===== config.mk =====
export PLATFORM = sky130hd
export DESIGN_NAME = alu_serial_ctrl
export DESIGN_NICKNAME = d
export VERILOG_FILES = /design/src/rtl/alu_serial_ctrl.sv
export SDC_FILE = /design/constraint.sdc
export NUM_CORES = 1
export LEC_CHECK = 0
export ABC_AREA = 1
export CORE_MARGIN = 4
export CORE_UTILIZATION = 30
export CTS_CLUSTER_DIAMETER = 80
export CTS_CLUSTER_SIZE = 30
export DETAILED_ROUTE_END_ITERATION = 6
export PLACE_DENSITY = 0.59
export SYNTH_ARGS = -nofsm -noshare
export SYNTH_HDL_FRONTEND = slang
export SYNTH_SLANG_ARGS = --single-unit
export TNS_END_PERCENT = 20

===== constraint.sdc =====
create_clock -name clk -period 4.4 [get_ports clk]
set_clock_uncertainty 0.1 [all_clocks]
set_input_delay 0.88 -clock clk [delete_from_list [all_inputs] [get_ports clk]]
set_output_delay 0.88 -clock clk [all_outputs]
set_load 0.05 [all_outputs]

===== src/rtl/alu_serial_ctrl.sv =====
// Bit-serial 32-bit ALU controller driving an external combinational 1-bit ALU slice.
// Latency: start accepted in cycle 0, bits 0..31 in cycles 1..32, done pulse in cycle 33, idle in cycle 34.
// Backpressure: none; start is ignored while busy, abort cancels a running operation without a done pulse.
// Build option: define ALU_OVF_DETECT_EN to enable signed-overflow detection on ovf (tied low otherwise).

module alu_serial_ctrl (
    input  logic        clk,
    input  logic        rst_n,
    input  logic        start,
    input  logic        abort,
    input  logic [2:0]  op,
    input  logic [31:0] a,
    input  logic [31:0] b,
    output logic        busy,
    output logic        done,
    output logic [31:0] result,
    output logic        zero,
    output logic        invalid_op,
    output logic        ovf,
    output logic        slice_ai,
    output logic        slice_bi,
    output logic        slice_lessi,
    output logic        slice_ci,
    output logic [2:0]  slice_aluop,
    input  logic        slice_c1,
    input  logic        slice_ri
);

    // FSM encoding; the fourth code is unreachable and decodes back to IDLE.
    localparam logic [1:0] S_IDLE = 2'b00;
    localparam logic [1:0] S_RUN  = 2'b01;
    localparam logic [1:0] S_DONE = 2'b10;

    // Operation codes; anything not listed here is treated as invalid.
    localparam logic [2:0] OP_AND = 3'b000;
    localparam logic [2:0] OP_OR  = 3'b001;
    localparam logic [2:0] OP_ADD = 3'b010;
    localparam logic [2:0] OP_SUB = 3'b110;
    localparam logic [2:0] OP_SLT = 3'b111;

    localparam logic [4:0] LAST_BIT = 5'd31;

    logic [1:0]  state;
    logic [1:0]  state_nxt;
    logic [4:0]  cnt;
    logic        carry;
    logic [31:0] a_q;
    logic [31:0] b_q;
    logic [2:0]  op_q;
    // Bits 0..30 of the slice result, shifted in from the top so bit 0 lands at position 0.
    logic [30:0] acc;

    logic        accept;
    logic        in_run;
    logic        at_last;
    logic        finish;
    logic        op_valid;
    logic        is_slt;
    logic        v31;
    logic [31:0] final_word;

    // Returns 1 when the code names one of the five supported operations.
    function automatic logic valid_code(input logic [2:0] code);
        return (code == OP_AND) || (code == OP_OR) || (code == OP_ADD) ||
               (code == OP_SUB) || (code == OP_SLT);
    endfunction

    assign accept   = (state == S_IDLE) && start;
    assign in_run   = (state == S_RUN);
    assign at_last  = in_run && (cnt == LAST_BIT);
    // The operation completes only if the last bit is processed without a concurrent abort.
    assign finish   = at_last && !abort;
    assign op_valid = valid_code(op_q);
    assign is_slt   = (op_q == OP_SLT);

    assign busy = (state == S_RUN) || (state == S_DONE);
    assign done = (state == S_DONE);
    assign zero = (result == 32'd0);

    // Next-state logic: abort wins over completion, DONE always lasts exactly one cycle.
    always_comb begin
        state_nxt = state;
        case (state)
            S_IDLE: begin
                if (start) begin
                    state_nxt = S_RUN;
                end
            end
            S_RUN: begin
                if (abort) begin
                    state_nxt = S_IDLE;
                end else if (cnt == LAST_BIT) begin
                    state_nxt = S_DONE;
                end
            end
            S_DONE: begin
                state_nxt = S_IDLE;
            end
            default: begin
                state_nxt = S_IDLE;
            end
        endcase
    end

    // State register.
    always_ff @(posedge clk or negedge rst_n) begin
        if (!rst_n) begin
            state <= S_IDLE;
        end else begin
            state <= state_nxt;
        end
    end

    // Operand latch on accept, then per-bit counter, carry chain and partial-result capture while running.
    always_ff @(posedge clk or negedge rst_n) begin
        if (!rst_n) begin
            a_q   <= 32'd0;
            b_q   <= 32'd0;
            op_q  <= 3'd0;
            cnt   <= 5'd0;
            carry <= 1'b0;
            acc   <= 31'd0;
        end else if (accept) begin
            a_q   <= a;
            b_q   <= b;
            op_q  <= op;
            cnt   <= 5'd0;
            // Subtraction (and SLT, which runs as a subtraction) needs the +1 of two's complement.
            carry <= (op == OP_SUB) || (op == OP_SLT);
        end else if (in_run && !abort) begin
            carry <= slice_c1;
            // Counter saturates at 31; the FSM leaves RUN on that bit so it never wraps.
            if (cnt != LAST_BIT) begin
                cnt <= cnt + 5'd1;
                acc <= {slice_ri, acc[30:1]};
            end
        end
    end

    // Signed overflow of the bit-31 stage: carry into the top bit differs from carry out of it.
    assign v31 = carry ^ slice_c1;

    // Final result word, formed in the last RUN cycle so it is already valid while done is high.
    always_comb begin
        final_word = {slice_ri, acc};
        if (!op_valid) begin
            final_word = 32'd0;
        end else if (is_slt) begin
            // Sign of (a - b) corrected for overflow gives the signed less-than.
            final_word = {31'd0, slice_ri ^ v31};
        end
    end

    // Architectural result and status: updated only on a completed operation, held otherwise.
    always_ff @(posedge clk or negedge rst_n) begin
        if (!rst_n) begin
            result     <= 32'd0;
            invalid_op <= 1'b0;
        end else if (finish) begin
            result     <= final_word;
            invalid_op <= !op_valid;
        end
    end

`ifdef ALU_OVF_DETECT_EN
    logic ovf_q;
    logic is_arith;

    assign is_arith = (op_q == OP_ADD) || (op_q == OP_SUB);

    // Overflow flag for ADD/SUB only, captured and held alongside the result.
    always_ff @(posedge clk or negedge rst_n) begin
        if (!rst_n) begin
            ovf_q <= 1'b0;
        end else if (finish) begin
            ovf_q <= is_arith && v31;
        end
    end

    assign ovf = ovf_q;
`else
    assign ovf = 1'b0;
`endif

    // Slice drive: active only in RUN, all zero otherwise; invalid ops run the slice as a harmless AND.
    always_comb begin
        slice_ai    = 1'b0;
        slice_bi    = 1'b0;
        slice_ci    = 1'b0;
        slice_aluop = 3'b000;
        if (in_run) begin
            slice_ai = a_q[cnt];
            slice_bi = b_q[cnt];
            slice_ci = carry;
            if (!op_valid) begin
                slice_aluop = 3'b000;
            end else if (is_slt) begin
                slice_aluop = OP_SUB;
            end else begin
                slice_aluop = op_q;
            end
        end
    end

    // The less input of the slice is unused by this controller.
    assign slice_lessi = 1'b0;

endmodule


# Yosys cells after proc, flatten, opt, wreduce, memory -nomap -nowiden
# Index checks and enable logic that the tools add are counted.
# totals
regBits,139
latch_bits,0
ramBits,0
mem_bits_ro,0
in_bits,73
out_inout_bits,44
word_cells,67
memories,0
# classes
add_sub_neg,1
multipliers,0
div,0
order_cmp,1
n_eq_ne,12
shifts,0
muxes,21
bitwise,3
reduce_logical,20
# op_table
operator,count
32-bit two-way mux,2
32-bit zero test,1
5-bit two-way mux,3
3-bit == test (second input constant),4
1-bit binary-select mux with 5-bit select,2
3-bit two-way mux,3
1-bit two-way mux,7
1-bit logical OR,6
5-bit by 6-bit less-than comparator with 1-bit output (second input constant),1
2-bit two-way mux,3
5-bit by 1-bit adder with 5-bit output (second input constant),1
5-bit == test (second input constant),1
5-bit inequality test (second input constant),1
1-bit logical AND,4
2-bit case mux with 2 select lines,1
2-bit AND reduction,2
2-bit nonzero test,2
3-bit by 1-bit == test with 1-bit output (second input constant),1
3-bit by 2-bit == test with 1-bit output (second input constant),1
3-bit zero test,1
3-bit by 2-bit inequality test with 1-bit output (second input constant),1
3-bit AND reduction,1
2-bit by 1-bit == test with 1-bit output (second input constant),1
2-bit == test (second input constant),1
5 further kinds,7

# Longest topological paths before layout
# Gate-level depths: netlist of run 1.
# logic_depth
word_depth,7
depth_mapped,12
ltp_nobuf,10

# Least setup slack after synthesis of run 1
# OpenSTA, ideal clock, no wires.
# synth_timing
kind,reg2out
start,register state[1]
end,output slice_aluop[0]
t_arrival_ns,2.260
required_ns,3.420
slack_ns,1.160
stages_incl_launch_ff,5
path_buffers,0
path_cell_list,dfrtp_1 > inv_1 > ha_1 > inv_2 > nor4_1
# synth_via
elab_chain_cells,2
# synth_lines
element,line_no,source
start: declaration,43,logic [1:0] state;
start signal: assignment,110,state <= state_nxt;
2-bit by 1-bit == test with 1-bit output,69,assign in_run = (state == S_RUN);
3-bit two-way mux,191,if (in_run) begin
end: declaration,24,"output logic [2:0] slice_aluop,"
# No other way between the ends.

# Worst setup path after layout of run 1
# layout_timing
start,register cnt[0]
end,output slice_ai
# layout_via
elab_chain_cells,3
# layout_lines
element,line_no,source
start: declaration,45,logic [4:0] cnt;
start signal: assignment,134,cnt <= cnt + 5'd1;
1-bit binary-select mux with 5-bit select,192,slice_ai = a_q[cnt];
1-bit two-way mux (not written as such),192,
1-bit two-way mux,191,
end: declaration,20,"output logic slice_ai,"
# No other way between the ends. The select of a mux whose other input is x is not followed.

==> results.py, run 1 <==
metrics = {
    "power": {
        "power_frac_comb": 0.332,
        "p_leak_nw": 3.77,
        "p_per_area_nw_per_um2": 631,
        "p_int_mw": 3.29,
        "p_sw_frac": 0.366,
        "finalPower_mw": 5.19,
        "clkPwrFrac": 0.302,
        "pwr-share-seq": 0.365,
        "peakVddDrop_mv": 0.334,
        "p_sw_mw": 1.90,
    },
    "cells_and_area": {
        "finalNetCount": 933,
        "layout-area-overhead-vs-synth_pct": 31.5,
        "diodes": 0,
        "fin_util": 0.404,
        "drive_gt1_frac": 0.0669,
        "fillers": 2105,
        "layout_commonest_cell": "nand2_1",
        "layout_common_cells": "nand2_1 (242), dfrtp_1 (139), clkdlybuf4s50_1 (111)",
    },
    "yosys": {
        "synth.largest_area_cell": "dfrtp_1",
        "synthDistinctLibCells": 26,
        "ys.warnings.count": 0,
        "syn-cell-area_um2": 6260,
        "syn-mean-instance-area_um2": 8.29,
        "synth_top_cell_area_share": 0.556,
        "synth-seq-cells": 139,
        "synthCells": 755,
        "yosysSeqAreaShare": 0.556,
        "synth_area_leaders": "dfrtp_1 (56%), nand2_1 (15%), inv_1 (5.3%)",
    },
    "route": {
        "viasPerCell": 4.45,
        "vias": 5059,
        "dr.pass1.iters": 4,
        "routed_wl_um": 15200,
        "drt_iter0_markers": 316,
        "antenna_left": 0,
        "drc": 0,
        "wl_per_cell_um": 13.3,
    },
    "cts": {
        "post_cts_buffers": 0,
        "clockBufferDepth": 2,
        "htree_num_levels": 4,
        "cts_sinks": 139,
        "insertion_delay_ns": 0.42,
        "root_buffer": "clkbuf_16",
        "path_clk_slew_ns": 0.06,
        "cts_tree": "yes",
        "postCtsHoldBufs": 0,
        "numCtsBuffers": 17,
        "ctsResizeCount": 0,
    },
    "placed_design": {
        "io_buffers": 114,
        "globalplace.congestion": 0.789,
        "preCtsSetupSlack_ns": 1.35,
        "place_hpwl_um": 10500,
    },
    "setup_path": {
        "cp_cell_sequence": "buf_4 -> inv_1 -> nand2_1 -> nand3_1 -> nand3_1 -> nand3_1 -> nand3_1 -> nand2_1 -> nor2_1 -> buf_12",
        "criticalPathCategory": "reg -> out",
        "crit_path_frequent_cell": "nand3_1",
        "critical_path.top_delay_family": "buffers and inverters",
        "reg2regPathDepth": 9,
        "crit_fanout": 55,
        "arrival_ns": 2.54,
        "reg2reg_to": "result[8]",
        "path_buf_inv": 3,
        "rrSetupSlack_ns": 1.56,
        "worst_path_max_delay_cell": "buf_4",
        "cp-start-kind": "flip-flop",
        "cpPeakStageDelay_ns": 0.42,
        "cp-end-kind": "primary output",
        "r2r-start": "cnt[0]",
        "required_ns": 3.42,
    },
    "sta": {
        "finalWorstSetupSlack_ns": 0.880,
        "tightest_slew_ns": 1.08,
        "drv_slew": 0,
        "fin_setup_tns_ns": 0,
        "fin_crit_ns": 3.52,
        "setup_viol": 0,
        "timing.slew.headroom": 0.279,
        "hold_viol_final": 0,
        "grt_setup_unrepaired": "no",
        "hold_ws_ns": 0.373,
        "fin_crit_sh": 0.800,
        "max_freq_mhz": 284,
    },
    "grt": {
        "grt_overflow": 0,
        "grt_use_total": 0.135,
        "grt_pass1_wl_um": 25600,
        "grt_start_max_net_pins": 110,
        "grt_pass1_vias": 5071,
        "antenna_found_initial": 0,
    },
    "worst_hold_path": {
        "min_path_cells": 2,
        "holdPathEnd": "a_q[12]",
        "hold_start": "a_q[12]",
        "worstHoldPathType": "reg -> reg",
    },
    "floorplan": {
        "core_area_um2": 20400,
        "design.die.area_um2": 23200,
        "start_util": 0.307,
        "placementRows": 52,
        "io_pins": 117,
        "die_h_um": 152,
        "die_width_um": 152,
    },
    "job": {
        "maxCapViolations": 0,
    },
    "status": {
        "outcome": "complete, no violations",
    },
}
-- cells in the mapped netlist --
| cell | instances |
|---|---|
| nand2_1 | 242 |
| dfrtp_1 | 139 |
| inv_1 | 89 |
| o21ai_1 | 60 |
| o21ai_0 | 54 |
| nand3_1 | 52 |
| nor2_1 | 25 |
| buf_2 | 20 |
| nor4_1 | 10 |
| or2_2 | 9 |
| clkbuf_1 | 8 |
| buf_6 | 6 |
| ha_1 | 6 |
| nor3_1 | 6 |
| a21oi_1 | 5 |
| buf_4 | 4 |
| inv_2 | 4 |
| buf_1 | 3 |
| nor2_4 | 3 |
| o211ai_1 | 3 |
| nand4_1 | 2 |
| conb_1 | 1 |
| nand2_4 | 1 |
| or2_1 | 1 |
| xnor2_1 | 1 |
| xor2_1 | 1 |
-- layer usage --
| layer | part of all wire | wire [um] | GRT usage |
|---|---|---|---|
| met3 | 0.049 | 741 | 0.0332 |
| met5 | 0 | 0 | 0 |
| met1 | 0.46 | 6970 | 0.177 |
| met4 | 0.016 | 245 | 0.0458 |
| met2 | 0.48 | 7220 | 0.221 |
-- power by group through the flow --
stage,logic (mW),clock network [mW],registers (mW)
finish,1.73,1.57,1.90
global route,1.98,1.67,1.94
CTS,1.76,1.60,1.90
detailed placement,1.74,0,1.92
global placement,1.73,0,1.90
floorplan,1.31,0,1.85
-- worst reg2reg max path, stage by stage (launching register included) --
cell     delay, ns
dfrtp_1       0.32
buf_4         0.42
ha_1          0.25
inv_1         0.05
nor3_1        0.14
ha_1          0.20
inv_1         0.10
nor2_4        0.16
nand2_1       0.61
o21ai_1       0.38
-- flip-flops by register name, indices dropped and copies added, names as in the netlist --
name / count
a_q: 32
acc: 31
b_q: 32
carry: 1
cnt: 5
invalid_op: 1
op_q: 3
result: 32
state: 2
-- how the worst max path moves through the flow --
stage / startpoint / end / slack, ns / depth (start not counted)
detailed placement: result[29] / zero / 1.35 / 4
CTS: cnt[1] / slice_ai / 0.88 / 8
global placement: cnt[1] / slice_bi / 1.33 / 8
finish: cnt[0] / slice_ai / 0.88 / 10
floorplan: state[1] / slice_aluop[0] / 1.16 / 4
global route: cnt[1] / slice_ai / 0.68 / 8
-- cells by family (layout without fill, tap and decap cells) --
logic type / after synthesis / in the layout / share of synthesized area
adder cells (fa/ha/maj): 6 / 6 / 0.0120
XOR/XNOR: 2 / 2 / 0.00280
flip-flops: 139 / 139 / 0.556
other: 1 / 2 / 0.000599
buffers and inverters: 134 / 245 / 0.0940
AND/OR/NAND/NOR: 351 / 351 / 0.236
AO/OA/AOI/OAI: 122 / 122 / 0.0988
-- stage by stage --
step,cell area [um2],cells
2_1_floorplan,6260,756
3_3_place_gp,7580,1105
3_5_place_dp,7580,1105
4_1_cts,8230,1137
5_1_grt,8230,1137
6_report,8230,1137
-- cell type report --
cell class / count / area, um2 / share of cell area
Tap cell: 270 / 338 / 0.0411
Clock buffer: 18 / 439 / 0.0534
Multi-Input combinational cell: 483 / 2190 / 0.267
Sequential cell: 139 / 3480 / 0.423
Timing Repair Buffer: 120 / 1220 / 0.148
Inverter: 93 / 349 / 0.0424
Clock inverter: 14 / 209 / 0.0254
(Power assumes the default switching activity.)
==> run 2, diff against run 1 <==
--- a/config.mk
+++ b/config.mk
@@ -11,7 +11,7 @@
 export CTS_CLUSTER_DIAMETER = 80
 export CTS_CLUSTER_SIZE = 30
 export DETAILED_ROUTE_END_ITERATION = 6
-export PLACE_DENSITY = 0.59
+export PLACE_DENSITY = 0.61
 export SYNTH_ARGS = -nofsm -noshare
 export SYNTH_HDL_FRONTEND = slang
 export SYNTH_SLANG_ARGS = --single-unit
==> constraint.sdc (replaced) <==
create_clock -name clk -period 3.1 [get_ports clk]
set_clock_uncertainty 0.1 [all_clocks]
set_input_delay 0.62 -clock clk [delete_from_list [all_inputs] [get_ports clk]]
set_output_delay 0.62 -clock clk [all_outputs]
set_load 0.05 [all_outputs]
==> results.py, run 2 (synthesized netlist as in run 1, its figures left out) <==
metrics = {
    "placed_design": {
        "io_buffers": 114,
        "globalplace.congestion": 0.777,
        "preCtsSetupSlack_ns": 0.390,
        "placed_area_um2": 7620,
        "place_hpwl_um": 10300,
    },
    "power": {
        "p_sw_mw": 2.63,
        "p_per_area_nw_per_um2": 882,
        "power_frac_comb": 0.342,
        "pwr-share-seq": 0.367,
        "peakVddDrop_mv": 0.545,
        "p_leak_nw": 3.80,
        "p_int_mw": 4.66,
        "p_sw_frac": 0.361,
        "clkPwrFrac": 0.291,
    },
    "cts": {
        "post_cts_buffers": 0,
        "root_buffer": "clkbuf_16",
        "cts_tree": "yes",
        "cts_sinks": 139,
        "insertion_delay_ns": 0.41,
        "path_clk_slew_ns": 0.06,
        "numCtsBuffers": 17,
        "clockBufferDepth": 2,
        "htree_num_levels": 4,
    },
    "cells_and_area": {
        "fillers": 2086,
        "diodes": 0,
        "finalNetCount": 937,
        "layout_commonest_cell": "nand2_1",
        "layout_common_cells": "nand2_1 (242), dfrtp_1 (139), clkdlybuf4s50_1 (107)",
        "layout-area-overhead-vs-synth_pct": 32.0,
        "drive_gt1_frac": 0.0747,
        "design_area_um2": 8260,
        "reg_top3": "a_q: 32 flops, b_q: 32 flops, result: 32 flops",
    },
    "sta": {
        "drv_slew": 0,
        "finalWorstSetupSlack_ns": 0.179,
        "tightest_slew_ns": 0.561,
        "hold_viol_final": 0,
        "fin_setup_tns_ns": 0,
        "grt_setup_unrepaired": "no",
        "fin_crit_ns": 2.92,
        "max_freq_mhz": 342,
        "setup_viol": 0,
        "timing.slew.headroom": 0.625,
        "fin_crit_sh": 0.942,
    },
    "grt": {
        "grt_use_total": 0.132,
        "grt_pass1_vias": 5027,
        "grt_start_max_net_pins": 111,
        "grt_overflow": 0,
        "antenna_found_initial": 0,
        "grt_pass1_wl_um": 25100,
    },
    "route": {
        "antenna_left": 0,
        "drc": 0,
        "viasPerCell": 4.39,
        "top_layer_used": "met4",
        "wl_met2_um": 6970,
        "wl_met1_um": 7150,
        "routed_wl_um": 15000,
        "wl_per_cell_um": 13.2,
        "drt_iter0_markers": 212,
        "vias": 5003,
        "dr_wl_met3_um": 647,
        "dr.pass1.iters": 6,
    },
    "job": {
        "maxCapViolations": 0,
    },
    "setup_path": {
        "cp_cell_sequence": "inv_1 -> ha_1 -> nand2_1 -> inv_1 -> clkdlybuf4s50_1",
        "cpPeakStageDelay_ns": 0.79,
        "criticalPathCategory": "reg -> out",
        "cp-end-kind": "primary output",
        "critical_path.top_delay_family": "buffers and inverters",
        "crit_fanout": 5,
        "crit_path_frequent_cell": "inv_1",
        "worst_path_max_delay_cell": "clkdlybuf4s50_1",
        "path_buf_inv": 3,
        "cp-start-kind": "flip-flop",
        "required_ns": 2.38,
        "arrival_ns": 2.20,
    },
    "status": {
        "outcome": "complete, no violations",
    },
    "floorplan": {
        "io_pins": 117,
        "core_area_um2": 20400,
        "placementRows": 52,
        "die_h_um": 152,
        "die_width_um": 152,
        "start_util": 0.307,
        "design.die.area_um2": 23200,
    },
    "worst_hold_path": {
        "worstHoldPathType": "in -> async",
    },
}
==> run 2: what timing repair did <==
action,in CTS,in global routing
endpoints found under the setup margin,1,3
hold buffers,0,0
resized for setup,1,3
cloned,0,1
==> run 2: worst paths after layout <==
path | startpoint | to | slack [ns] | cells after the start
worst max-delay path | state[1] | slice_ci | 0.18 | 5
worst max register to register | cnt[2] | result[0] | 0.60 | 9
worst min-delay path | rst_n | result[6] | 0.07 | 1
min in group clk | b_q[12] | b_q[12] | 0.38 | 2
worst min register to register | b_q[12] | b_q[12] | 0.38 | 2
max in group asynchronous | rst_n | b_q[6] | 2.08 | 2
==> run 2: final cells by class <==
cell class / count / area, um2 / area share
sequential: 139 / 3480 / 0.421
multi-input combinational: 483 / 2200 / 0.266
timing repair buffer: 123 / 1260 / 0.153
clock buffer: 17 / 425 / 0.0515
inverter: 93 / 353 / 0.0427
tap: 270 / 338 / 0.0409
clock inverter: 14 / 198 / 0.0239
timing repair inverter: 1 / 5.00 / 0.000606
==> run 2: stage by stage <==
| step | utilization | cells | total power [mW] | hold WS [ns] |
|---|---|---|---|---|
| after CTS | 0.405 | 1139 | 7.36 | 0.0813 |
| after global routing | 0.405 | 1140 | 7.88 | 0.101 |
| final | 0.405 | 1140 | 7.28 | 0.0680 |
| after detailed placement | 0.374 | 1108 | 5.20 | 0.363 |
| after global placement | 0.374 | 1108 | 5.16 | 0.356 |
| after floorplan | - | 756 | 4.49 | 0.224 |
==> run 2: worst register-to-register path, stage by stage (launching register included) <==
cell and delay [ns]:
dfrtp_1 0.57, inv_1 0.32, nor3_1 0.27, ha_1 0.20, inv_1 0.10, nor2_4 0.17, inv_2 0.24, nor2_1 0.21
o211ai_1 0.16, nand2_1 0.09
==> run 2: power groups by stage <==
stage | sequential (mW) | clock, mW | combinational (mW)
2_1_floorplan | 2.63 | 0 | 1.86
3_3_place_gp | 2.68 | 0 | 2.48
3_5_place_dp | 2.70 | 0 | 2.50
4_1_cts | 2.67 | 2.17 | 2.52
5_1_grt | 2.75 | 2.25 | 2.88
6_report | 2.67 | 2.12 | 2.49
==> run 2: metal layers <==
metal / track usage / vias up
met5: 0 / -
met4: 0.0385 / 0
met3: 0.0332 / 15
met2: 0.211 / 104
met1: 0.177 / 2297
li1: - / 2587
==> run 3, diff against run 2 <==
--- a/config.mk
+++ b/config.mk
@@ -15,4 +15,4 @@
 export SYNTH_ARGS = -nofsm -noshare
 export SYNTH_HDL_FRONTEND = slang
 export SYNTH_SLANG_ARGS = --single-unit
-export TNS_END_PERCENT = 20
+export TNS_END_PERCENT = 100
==> constraint.sdc (replaced) <==
create_clock -name clk -period 2.56 [get_ports clk]
set_clock_uncertainty 0.1 [all_clocks]
set_input_delay 0.512 -clock clk [delete_from_list [all_inputs] [get_ports clk]]
set_output_delay 0.512 -clock clk [all_outputs]
set_load 0.05 [all_outputs]
==> results.py, run 3 (synthesized netlist as in run 1, its figures left out) <==
metrics = {
    "grt": {
        "grt_use_total": 0.136,
        "grt_start_max_net_pins": 111,
        "grt_pass1_vias": 5139,
        "antenna_found_initial": 0,
        "grt_pass1_wl_um": 25600,
        "grt_overflow": 0,
    },
    "power": {
        "p_sw_frac": 0.374,
        "peakVddDrop_mv": 0.630,
        "p_sw_mw": 3.41,
        "p_per_area_nw_per_um2": 1070,
        "pwr-share-seq": 0.358,
        "p_int_mw": 5.71,
        "power_frac_comb": 0.380,
        "p_leak_nw": 3.93,
        "clkPwrFrac": 0.262,
    },
    "cells_and_area": {
        "finalNetCount": 955,
        "layout-area-overhead-vs-synth_pct": 37.0,
        "design_area_um2": 8570,
        "layout_common_cells": "nand2_1 (236), dfrtp_1 (138), clkdlybuf4s50_1 (104)",
        "layout_commonest_cell": "nand2_1",
        "diodes": 0,
        "reg_top3": "a_q: 32 flops, b_q: 32 flops, result: 32 flops",
        "drive_gt1_frac": 0.128,
    },
    "route": {
        "dr_wl_met3_um": 756,
        "drt_iter0_markers": 269,
        "vias": 5167,
        "drc": 0,
        "wl_per_cell_um": 13.5,
        "viasPerCell": 4.46,
        "wl_met2_um": 7470,
        "routed_wl_um": 15700,
        "antenna_left": 0,
        "top_layer_used": "met4",
        "wl_met1_um": 7240,
        "dr.pass1.iters": 4,
    },
    "placed_design": {
        "globalplace.congestion": 0.759,
        "place_hpwl_um": 10700,
        "io_buffers": 114,
        "placed_area_um2": 7710,
    },
    "setup_path": {
        "crit_fanout": 7,
        "cp_cell_sequence": "buf_12 -> buf_6 -> or2_2 -> nand3_1 -> nand3_1 -> nand3_2 -> nand3_2 -> nand2_2 -> nor2_4 -> buf_12",
        "critical_path.top_delay_family": "simple AND/OR/NAND/NOR gates",
        "rrSetupSlack_ns": 0.20,
        "cp-start-kind": "flip-flop",
        "path_buf_inv": 3,
        "worst_path_max_delay_cell": "dfrtp_2",
        "criticalPathCategory": "reg -> out",
        "crit_start": "cnt[0]",
        "cp-end-kind": "primary output",
        "cpPeakStageDelay_ns": 0.49,
        "arrival_ns": 2.07,
        "r2r-start": "cnt[0]",
        "required_ns": 1.95,
    },
    "cts": {
        "clockBufferDepth": 2,
        "cts_tree": "yes",
        "htree_num_levels": 4,
        "insertion_delay_ns": 0.42,
        "cts_sinks": 139,
        "root_buffer": "clkbuf_16",
        "numCtsBuffers": 17,
        "path_clk_slew_ns": 0.06,
    },
    "status": {
        "outcome": "finished, violations left",
        "violations": "negative setup slack",
    },
    "worst_hold_path": {
        "hold_start": "a_q[4]",
        "worstHoldPathType": "reg -> reg",
    },
    "sta": {
        "hold_viol_final": 0,
        "grt_setup_unrepaired": "yes",
        "hold_ws_ns": 0.372,
        "max_freq_mhz": 372,
        "tightest_slew_ns": 0.582,
        "fin_crit_ns": 2.69,
        "timing.slew.headroom": 0.612,
        "drv_slew": 0,
        "fin_crit_sh": 1.05,
        "setup_viol": 2,
        "finalWorstSetupSlack_ns": -0.126,
    },
    "floorplan": {
        "die_h_um": 152,
        "core_area_um2": 20400,
        "io_pins": 117,
        "start_util": 0.307,
        "placementRows": 52,
        "design.die.area_um2": 23200,
        "die_width_um": 152,
    },
    "job": {
        "maxCapViolations": 0,
    },
}
## run 3: changes by cell type in the layout (fill, tap and decap cells not counted), moves of 5 or more
cell / delta
nand2_1: -6
nand3_1: -11
nor2_1: -7
buf_12: +5
nand3_2: +11
nand2_2: +6
buf_4: +10
## run 3: stage by stage
stage          cells  TNS (ns)   util  power (mW)  worst slack [ns]
2_1_floorplan    756         0      -        5.45            0.0995
3_3_place_gp    1115         0  0.379        6.31             0.320
3_5_place_dp    1115         0  0.379        6.36             0.331
4_1_cts         1150    -0.173  0.411        8.90           -0.0890
5_1_grt         1158    -0.399  0.421        9.82            -0.204
6_report        1158    -0.229  0.421        9.13            -0.126
## run 3: power by group through the flow
| stage | Sequential [mW] | Combinational (mW) | Clock, mW |
|---|---|---|---|
| after global routing | 3.36 | 3.92 | 2.54 |
| final | 3.27 | 3.47 | 2.39 |
| after detailed placement | 3.27 | 3.08 | 0 |
| after global placement | 3.26 | 3.05 | 0 |
| after floorplan | 3.19 | 2.26 | 0 |
| after CTS | 3.26 | 3.20 | 2.45 |
## run 3: final cells by class
type / instances / area [um2]
clock inverter: 14 / 144
timing repair inverter: 1 / 7.51
timing repair buffer: 141 / 1490
inverter: 93 / 353
tap: 270 / 338
multi-input combinational: 483 / 2330
clock buffer: 17 / 425
fill: 2060 / 11800
sequential: 139 / 3480
## run 3: timing repair
action,in CTS,in global routing
gates cloned,1,2
pin swaps,0,22
buffers inserted,2,6
resized for setup,12,37
hold buffers,1,0
endpoints found under the setup margin,5,4
hold endpoints to repair,55,0
## run 3: final timing paths
path | cells after the start | to
max | 10 | slice_ai
min in group asynchronous | 2 | result[6]
max in group asynchronous | 3 | a_q[25]
min reg2reg | 2 | a_q[4]
min | 2 | a_q[4]
max reg2reg | 11 | result[0]
## run 3: worst register-to-register path, cell delays in order, from the launching register on
cell and delay [ns]:
dfrtp_2 0.49, buf_4 0.17, ha_1 0.21, inv_1 0.08, nor3_1 0.05, ha_1 0.21, inv_1 0.15, nor2_4 0.07
inv_2 0.42, nor2_1 0.14, o211ai_1 0.11, nand2_1 0.06
## run 3: routing by layer
layer	vias to the layer above	track usage
met5	-	0
met2	119	0.227
met1	2403	0.175
li1	2619	-
met3	26	0.0327
met4	0	0.0445
